`src/rtl/delay_timer_pkg.sv`:
```
// Shared types and constants for the delay timer.
// The 2-bit state encoding and the fast-simulation tick count both live here.
// This lets the top level and any test code agree on the same values.
package delay_timer_pkg;

    typedef enum logic [1:0] {
        IDLE    = 2'd0,
        LOAD    = 2'd1,
        RUN     = 2'd2,
        EXPIRED = 2'd3
    } state_t;

    // Ticks per unit used when the fast-simulation build is selected.
    localparam int FAST_SIM_TICKS = 4;

    // Counter width for a given tick count. It never drops below one bit.
    function automatic int tick_width(input int ticks);
        return (ticks > 1) ? $clog2(ticks) : 1;
    endfunction

endpackage

```
`src/rtl/delay_timer_tick_prescaler.sv`:
```
// Tick prescaler for the delay timer.
// It divides clk down to one wrap pulse per delay unit.
// The counter runs while enable is high and returns to zero when clear is high.
// wrap is combinational: it is high on the cycle whose edge takes the counter back to 0.
module tick_prescaler
    import delay_timer_pkg::*;
#(
    parameter int TICKS = 1000
) (
    input  logic clk,
    input  logic reset_n,
    input  logic enable,
    input  logic clear,
    output logic wrap
);

    localparam int TICK_W = tick_width(TICKS);
    localparam logic [TICK_W-1:0] LAST_TICK = TICK_W'(TICKS - 1);

    logic [TICK_W-1:0] tick;

    assign wrap = enable && (tick == LAST_TICK);

    // Count clk cycles within one delay unit, wrapping at TICKS-1.
    always_ff @(posedge clk or negedge reset_n) begin
        if (!reset_n) begin
            tick <= '0;
        end else if (clear) begin
            tick <= '0;
        end else if (enable) begin
            tick <= (tick == LAST_TICK) ? '0 : tick + 1'b1;
        end
    end

endmodule

```
`src/rtl/delay_timer.sv`:
```
// Programmable delay timer that works alongside an upstream detector FSM.
// The delay is shifted in serially, MSB first, while shift_ena is high.
// While counting is high, the timer runs for (delay+1) units and then raises done_counting.
// proto_err is sticky. It records shift_ena seen outside IDLE/LOAD, or shift_ena and counting high together.
// Optional build macro: DELAY_TIMER_FAST_SIM_EN. When defined, a unit is 4 clk cycles.
module delay_timer
    import delay_timer_pkg::*;
#(
    parameter int DELAY_W        = 4,
    parameter int TICKS_PER_UNIT = 1000
) (
    input  logic               clk,
    input  logic               reset_n,
    input  logic               data,
    input  logic               shift_ena,
    input  logic               counting,
    output logic               done_counting,
    output logic [DELAY_W-1:0] count,
    output logic               proto_err
);

`ifdef DELAY_TIMER_FAST_SIM_EN
    localparam int EFF_TICKS = FAST_SIM_TICKS;
`else
    localparam int EFF_TICKS = TICKS_PER_UNIT;
`endif

    state_t             state;
    state_t             state_next;
    logic [DELAY_W-1:0] delay_value;
    logic [DELAY_W-1:0] remaining;
    logic               done_reg;
    logic               err_reg;
    logic               do_shift;
    logic               do_start;
    logic               do_dec;
    logic               set_err;
    logic               tick_en;
    logic               tick_clear;
    logic               wrap;

    // Ticks only advance in RUN with counting held. In every other state the counter is held at zero.
    assign tick_en    = (state == RUN) && counting;
    assign tick_clear = (state != RUN);

    tick_prescaler #(
        .TICKS (EFF_TICKS)
    ) u_prescaler (
        .clk     (clk),
        .reset_n (reset_n),
        .enable  (tick_en),
        .clear   (tick_clear),
        .wrap    (wrap)
    );

    // State register.
    always_ff @(posedge clk or negedge reset_n) begin
        if (!reset_n) begin
            state <= IDLE;
        end else begin
            state <= state_next;
        end
    end

    // Next-state logic and datapath strobes. When shift_ena and counting are both high, the shift wins.
    always_comb begin
        state_next = state;
        do_shift   = 1'b0;
        do_start   = 1'b0;
        do_dec     = 1'b0;
        set_err    = 1'b0;
        case (state)
            IDLE, LOAD: begin
                if (shift_ena) begin
                    do_shift   = 1'b1;
                    state_next = LOAD;
                    set_err    = counting;
                end else if (counting) begin
                    do_start   = 1'b1;
                    state_next = RUN;
                end
            end
            RUN: begin
                set_err = shift_ena;
                if (!counting) begin
                    state_next = IDLE;
                end else if (wrap) begin
                    if (remaining != '0) begin
                        do_dec = 1'b1;
                    end else begin
                        state_next = EXPIRED;
                    end
                end
            end
            EXPIRED: begin
                set_err = shift_ena;
                if (!counting) begin
                    state_next = IDLE;
                end
            end
            default: state_next = IDLE;
        endcase
    end

    // Delay register, remaining-units counter, done flag and sticky error flag.
    always_ff @(posedge clk or negedge reset_n) begin
        if (!reset_n) begin
            delay_value <= '0;
            remaining   <= '0;
            done_reg    <= 1'b0;
            err_reg     <= 1'b0;
        end else begin
            if (do_shift) begin
                delay_value <= {delay_value[DELAY_W-2:0], data};
            end
            if (do_start) begin
                remaining <= delay_value;
            end else if (do_dec) begin
                remaining <= remaining - 1'b1;
            end
            done_reg <= (state_next == EXPIRED);
            if (set_err) begin
                err_reg <= 1'b1;
            end
        end
    end

    // count shows the programmed delay while idle or loading, the remaining units while running, and zero once expired.
    always_comb begin
        count = '0;
        case (state)
            IDLE, LOAD: count = delay_value;
            RUN:        count = remaining;
            default:    count = '0;
        endcase
    end

    assign done_counting = done_reg;
    assign proto_err     = err_reg;

endmodule

```
`config.mk`:
```
export PLATFORM = sky130hd
export DESIGN_NAME = delay_timer
export DESIGN_NICKNAME = d
export VERILOG_FILES = /design/src/rtl/delay_timer_pkg.sv /design/src/rtl/delay_timer_tick_prescaler.sv /design/src/rtl/delay_timer.sv
export SDC_FILE = /design/constraint.sdc
export NUM_CORES = 1
export LEC_CHECK = 0
export BUFFER_PORTS_ARGS = -buffer_cell sky130_fd_sc_hd__buf_2
export CORE_ASPECT_RATIO = 1.2
export CORE_MARGIN = 2
export CORE_UTILIZATION = 31
export CTS_CLUSTER_DIAMETER = 200
export CTS_CLUSTER_SIZE = 20
export DETAILED_ROUTE_END_ITERATION = 10
export GPL_TIMING_DRIVEN = 0
export PLACE_DENSITY_LB_ADDON = 0.2
export SLEW_MARGIN = 20
export SYNTH_ARGS = -nofsm -noshare
export SYNTH_HDL_FRONTEND = slang
export SYNTH_HIERARCHICAL = 1
export SYNTH_SLANG_ARGS = --single-unit
```
`constraint.sdc`:
```
create_clock -name clk -period 4.32 [get_ports clk]
set_input_delay 1.296 -clock clk [delete_from_list [all_inputs] [get_ports clk]]
set_output_delay 1.296 -clock clk [all_outputs]
set_load 0.05 [all_outputs]
```
# Yosys cells after proc, flatten, opt, wreduce, memory -nomap -nowiden

Cells that the tools add are included.

Flip-flop bits (word level): 22
Word-level logic and storage cells: 46
Input port bits: 5
Output and inout bits: 6

$add $sub $neg: 2
Reductions and logical operators: 8
Eq/ne operators: 6
Muxes and demuxes: 24

Operator list:

| operator              | number |
|---|---|
| $mux 10               | 3 |
| $mux 2                | 6 |
| $add 10x1->10 const B | 1 |
| $eq 10x10->1 const B  | 1 |
| $mux 1                | 10 |
| $mux 4                | 2 |
| $pmux 4 s2            | 1 |
| $eq 2x2->1 const B    | 3 |
| $pmux 2 s3            | 1 |
| $reduce_bool 2->1     | 2 |
| $reduce_bool 4->1     | 1 |
| $reduce_or 2->1       | 2 |
| $sub 4x1->4 const B   | 1 |
| $eq 2x1->1 const B    | 1 |
| $logic_and 1x1->1     | 2 |
| $logic_not 2->1       | 1 |
| $ne 2x2->1 const B    | 1 |
| $pmux 1 s2            | 1 |

# Logic depth before layout (Yosys ltp)

Depth in word-level cells: 8
Gate-level depth with buffers: 9
Gate-level depth less buffers: 7

# Cells and area by module

Netlist, hierarchy kept.

By module, submodules not included:

| module         | instances | cells each | area each (um^2) | seq. area each (um^2) |
|---|---|---|---|---|
| delay_timer    | 1         | 71         | 678.2            | 300.3 |
| tick_prescaler | 1         | 61         | 569.3            | 250.2 |

# Worst setup path before layout

OpenSTA, ideal clock, no wires.

Path type: register to output
Start: register state[1]
End: output count[1]
Arrival: 1687 ps
Slack: 1337 ps
Stages on the path, launching flop included: 3
Buffers on the path: 1
Data required time: 3024 ps
Cell sequence: dfrtp_1 > buf_2 > o21ai_0

Cells in the longest elaborated chain, start to end: 3
Elaborated cells on any way between the ends: 5
Those cells by class: eq/ne: 2; mux: 1; reduce/logical: 2

Ends and longest elaborated chain:

| item                                          | line               | RTL |
|---|---|---|
| from (decl)                                   | delay_timer.sv:28  | `state_t state;` |
| from (signal assigned)                        | delay_timer.sv:61  | `state <= state_next;` |
| $eq 2x1->1 or $logic_not 2->1 (tied branches) | delay_timer.sv:131 | `case (state)` |
| $reduce_or 2->1                               | delay_timer.sv:131 |  |
| $pmux 4 s2 *                                  | delay_timer.sv:131 |  |
| to (decl)                                     | delay_timer.sv:18  | `output logic [DELAY_W-1:0] count,` |

Mark *: on every way between the ends. The rest lies on a longest branch, timed or not.

# Final worst setup path

Start: input counting
End: register remaining[1]

Cells in the longest elaborated chain, start to end: 6
Elaborated cells on any way between the ends: 10
Those cells by class: mux: 7; reduce/logical: 3

Ends and longest elaborated chain:

| item                               | line                             | RTL |
|---|---|---|
| from (decl)                        | delay_timer.sv:16                | `input logic counting,` |
| $logic_and 1x1->1                  | delay_timer.sv:43                | `assign tick_en = (state == RUN) && counting;` |
| named net tick_en                  | delay_timer.sv:38                | `logic tick_en;` |
| $logic_and 1x1->1                  | delay_timer_tick_prescaler.sv:22 | `assign wrap = enable && (tick == LAST_TICK);` |
| named net wrap                     | delay_timer.sv:40                | `logic wrap;` |
| $mux 1                             | delay_timer.sv:87                | `end else if (wrap) begin` |
| $mux 1                             | delay_timer.sv:85                | `if (!counting) begin` |
| $mux 1                             | delay_timer.sv:72                | `case (state)` |
| $reduce_bool 2->1 (no source line) | --                               |  |
| to (signal assigned)               | delay_timer.sv:117               | `remaining <= delay_value;` |
| to (signal assigned)               | delay_timer.sv:119               | `remaining <= remaining - 1'b1;` |
| to (decl)                          | delay_timer.sv:31                | `logic [DELAY_W-1:0] remaining;` |

The timed path passes the listed nets, and every way through them passes these cells.
A chain may end at the register's enable or synchronous reset.

==> reports/qor.csv <==
stage,metric,value,unit
synth,asr flop ratio synth,1.00,
finish,Post-Layout Cell Count,199,
finish,register area,551,sq um
grt,total track usage,0.135,
critical_path,critical path endpoint category,flop,
synth,synth warn,6,
power_and_ir_drop,Pleak,0.570,nW
floorplan,Ports,11,
synth,"area leader, netlist",dfrtp_1,
synth,Synth top area share,0.441,
clock_network,H-tree Lvls,1,
synth,Yosys cell types,40,
routing,1st-iter DRT viols,45,
worst_hold_path,min-delay src,proto_err,
sta,Hold Fails Final Rpt,0,
synth,syn avg cell area,9.45,sq um
synth,Mapped Area,0.00125,sq mm
sta,final setup fails,0,
worst_hold_path,Worst Hold Class,reg2reg,
run_status,outcome,"finished, final reports clean",
clock_network,Clock Tree Root,clkbuf_8,
floorplan,Initial Util,0.319,
synth,total nets after synthesis,139,
sta,Sum Neg Setup Slack,0,ns
clock_network,setup bufs post-CTS,0,
sta,Relative slew margins,0.542,
critical_path,CP max FO,10,
critical_path,CP Class,in2reg,
synth,main flop type after synthesis,dfrtp_1,
sta,RSZ-0062 raised after global routing,no,
routing,DRT antenna net count,0,
grt,vias in the first global route,978,
synth,leading post-synthesis cells by instance count,"dfrtp_1 (22), nand2_1 (14), o21ai_0 (12)",
finish,layout net count,153,
clock_network,CTS tree,yes,
synth,sequential share of the synthesized area,0.441,
placement,Inst Count DP,195,
critical_path,CP arrival,3.21,ns
sta,worst-margin pin slew,0.680,ns
floorplan,CORE AREA,0.00391,sq mm
critical_path,worst r2r src,state[1],
run,Max Cap Viol,0,
grt,global-route wire length before repair,4.60,mm
placement,DP Worst Slack,1.02,ns
finish,share of cells above drive strength 1,0.207,
critical_path,WP data required,4.45,ns
clock_network,deepest clock path buffer count,2,
routing,Avg WL per Cell,13.2,um
floorplan,Die Wd,61.9,um
critical_path,Worst setup SP type,input port,
clock_network,# clock sinks,22,
finish,Area Growth Syn to Fin,13.4,%
routing,1st-pass router iterations,4,
sta,worst hold slack,0.471,ns
routing,DRC,0,
sta,Fmax achieved,324,MHz
clock_network,cts bufs inserted,3,
placement,I/O Buffers,9,
sta,Clock Skew,0.00333,ns
sta,minimum clock period,3.09,ns
power_and_ir_drop,Total Power,502,uW
floorplan,Rows,25,
sta,setup ws final,1.23,ns
clock_network,cts-stage hold buffer count,0,
clock_network,insertion delay of the later-clocked pin in the worst-skew pair,0.26,ns
sta,Slew Limit Fails,0,
synth,"EDFF count, synth",0,
power_and_ir_drop,Peak supply drop,0.000142,V
critical_path,worst setup path start,counting,
grt,largest net degree at the start of global routing,23,
power_and_ir_drop,pwr dens,355,mW/mm^2
clock_network,clk slew on worst S/H paths,0.08,ns
routing,Via density,5.03,
clock_network,post-cts sizing count,0,
floorplan,Die ar.,0.00455,sq mm
synth,#FFs+latches synth,22,
sta,fin crit share,0.715,
floorplan,Die Y,73.5,um
synth,synth top area cells,"dfrtp_1 (44%), o21ai_0 (4.8%), nand2_1 (4.2%)",
placement,dpl hpwl,1.91,mm
routing,Total Wirelength,2.63,mm
grt,initial antenna violation count,0,
routing,vias,1001,
synth,"count leader, synth",dfrtp_1,
synth,Cells after Synth,132,
finish,multi-input logic area,623,sq um
placement,routability cong.,0.800,
finish,diode count,0,
finish,fillers,403,
grt,GRT overflow,0,
[report_power, final]
part | internal (mW) | switching, mW | total, mW
Combinational | 0.0371 | 0.0711 | 0.108
Clock | 0.0812 | 0.0678 | 0.149
Sequential | 0.224 | 0.0208 | 0.245
Total | 0.342 | 0.160 | 0.502
[cell usage in the layout (no fill, tap or decap), types with 3 or more instances in the layout]
| master | instances |
|---|---|
| or3_1 | 6 |
| a21oi_1 | 6 |
| dfrtp_1 | 22 |
| nor2_1 | 6 |
| clkbuf_8 | 4 |
| buf_2 | 14 |
| o21ai_0 | 12 |
| nand2_1 | 14 |
| inv_1 | 10 |
| nand3_1 | 3 |
| nor3_1 | 4 |
| nand2b_1 | 3 |
[sequential cells by signal, summed over array words and instances, names as in the netlist]
signal and cells:
delay_value 4, proto_err 1, u_prescaler/tick 10, state 2
remaining 4, done_counting 1
[routing by layer]
metal,track usage,vias to the layer above,share of wire
met5,0,-,0
met4,0.0662,0,0.024
met3,0.0229,7,0.024
met2,0.211,15,0.49
met1,0.179,472,0.46
li1,-,507,-
[critical path: stages]
cell,delay (ns)
buf_6,0.10
and2_2,0.13
buf_2,0.17
inv_1,0.12
nor4_1,0.62
nand4b_1,0.39
o211ai_2,0.24
o221ai_1,0.14
[worst paths after layout]
kind                       slack, ns  cells after the start                   to
setup / recovery                1.23                      8         remaining[1]
hold / removal                  0.47                      1            proto_err
setup reg to reg                1.48                      9         remaining[1]
hold reg to reg                 0.47                      1            proto_err
max in group asynchronous       2.99                      1       delay_value[0]
min in group asynchronous       0.99                      1  u_prescaler/tick[9]
[cell families (layout without fill, tap and decap cells)]
family,Yosys count,in the layout,synth area share
compound gates,34,34,0.189
xor+xnor,3,3,0.0211
fa+ha+maj,2,2,0.0201
buf+inv,16,29,0.0592
flops,22,22,0.441
mux,1,1,0.00903
simple gates,54,54,0.261
[per-stage QoR]
step	area (sq um)	utilization
after floorplan	1250	-
after global placement	1360	0.348
after detailed placement	1360	0.348
after CTS	1420	0.362
after global routing	1420	0.362
final	1420	0.362
[final cells by class]
cell class / count / area share
Buffer: 6 / 0.0256
Clock buffer: 4 / 0.0389
Inverter: 10 / 0.0265
Multi-Input combinational cell: 94 / 0.440
Sequential cell: 22 / 0.389
Tap cell: 54 / 0.0477
Timing Repair Buffer: 9 / 0.0318
Power figures use the tool's default switching activity.
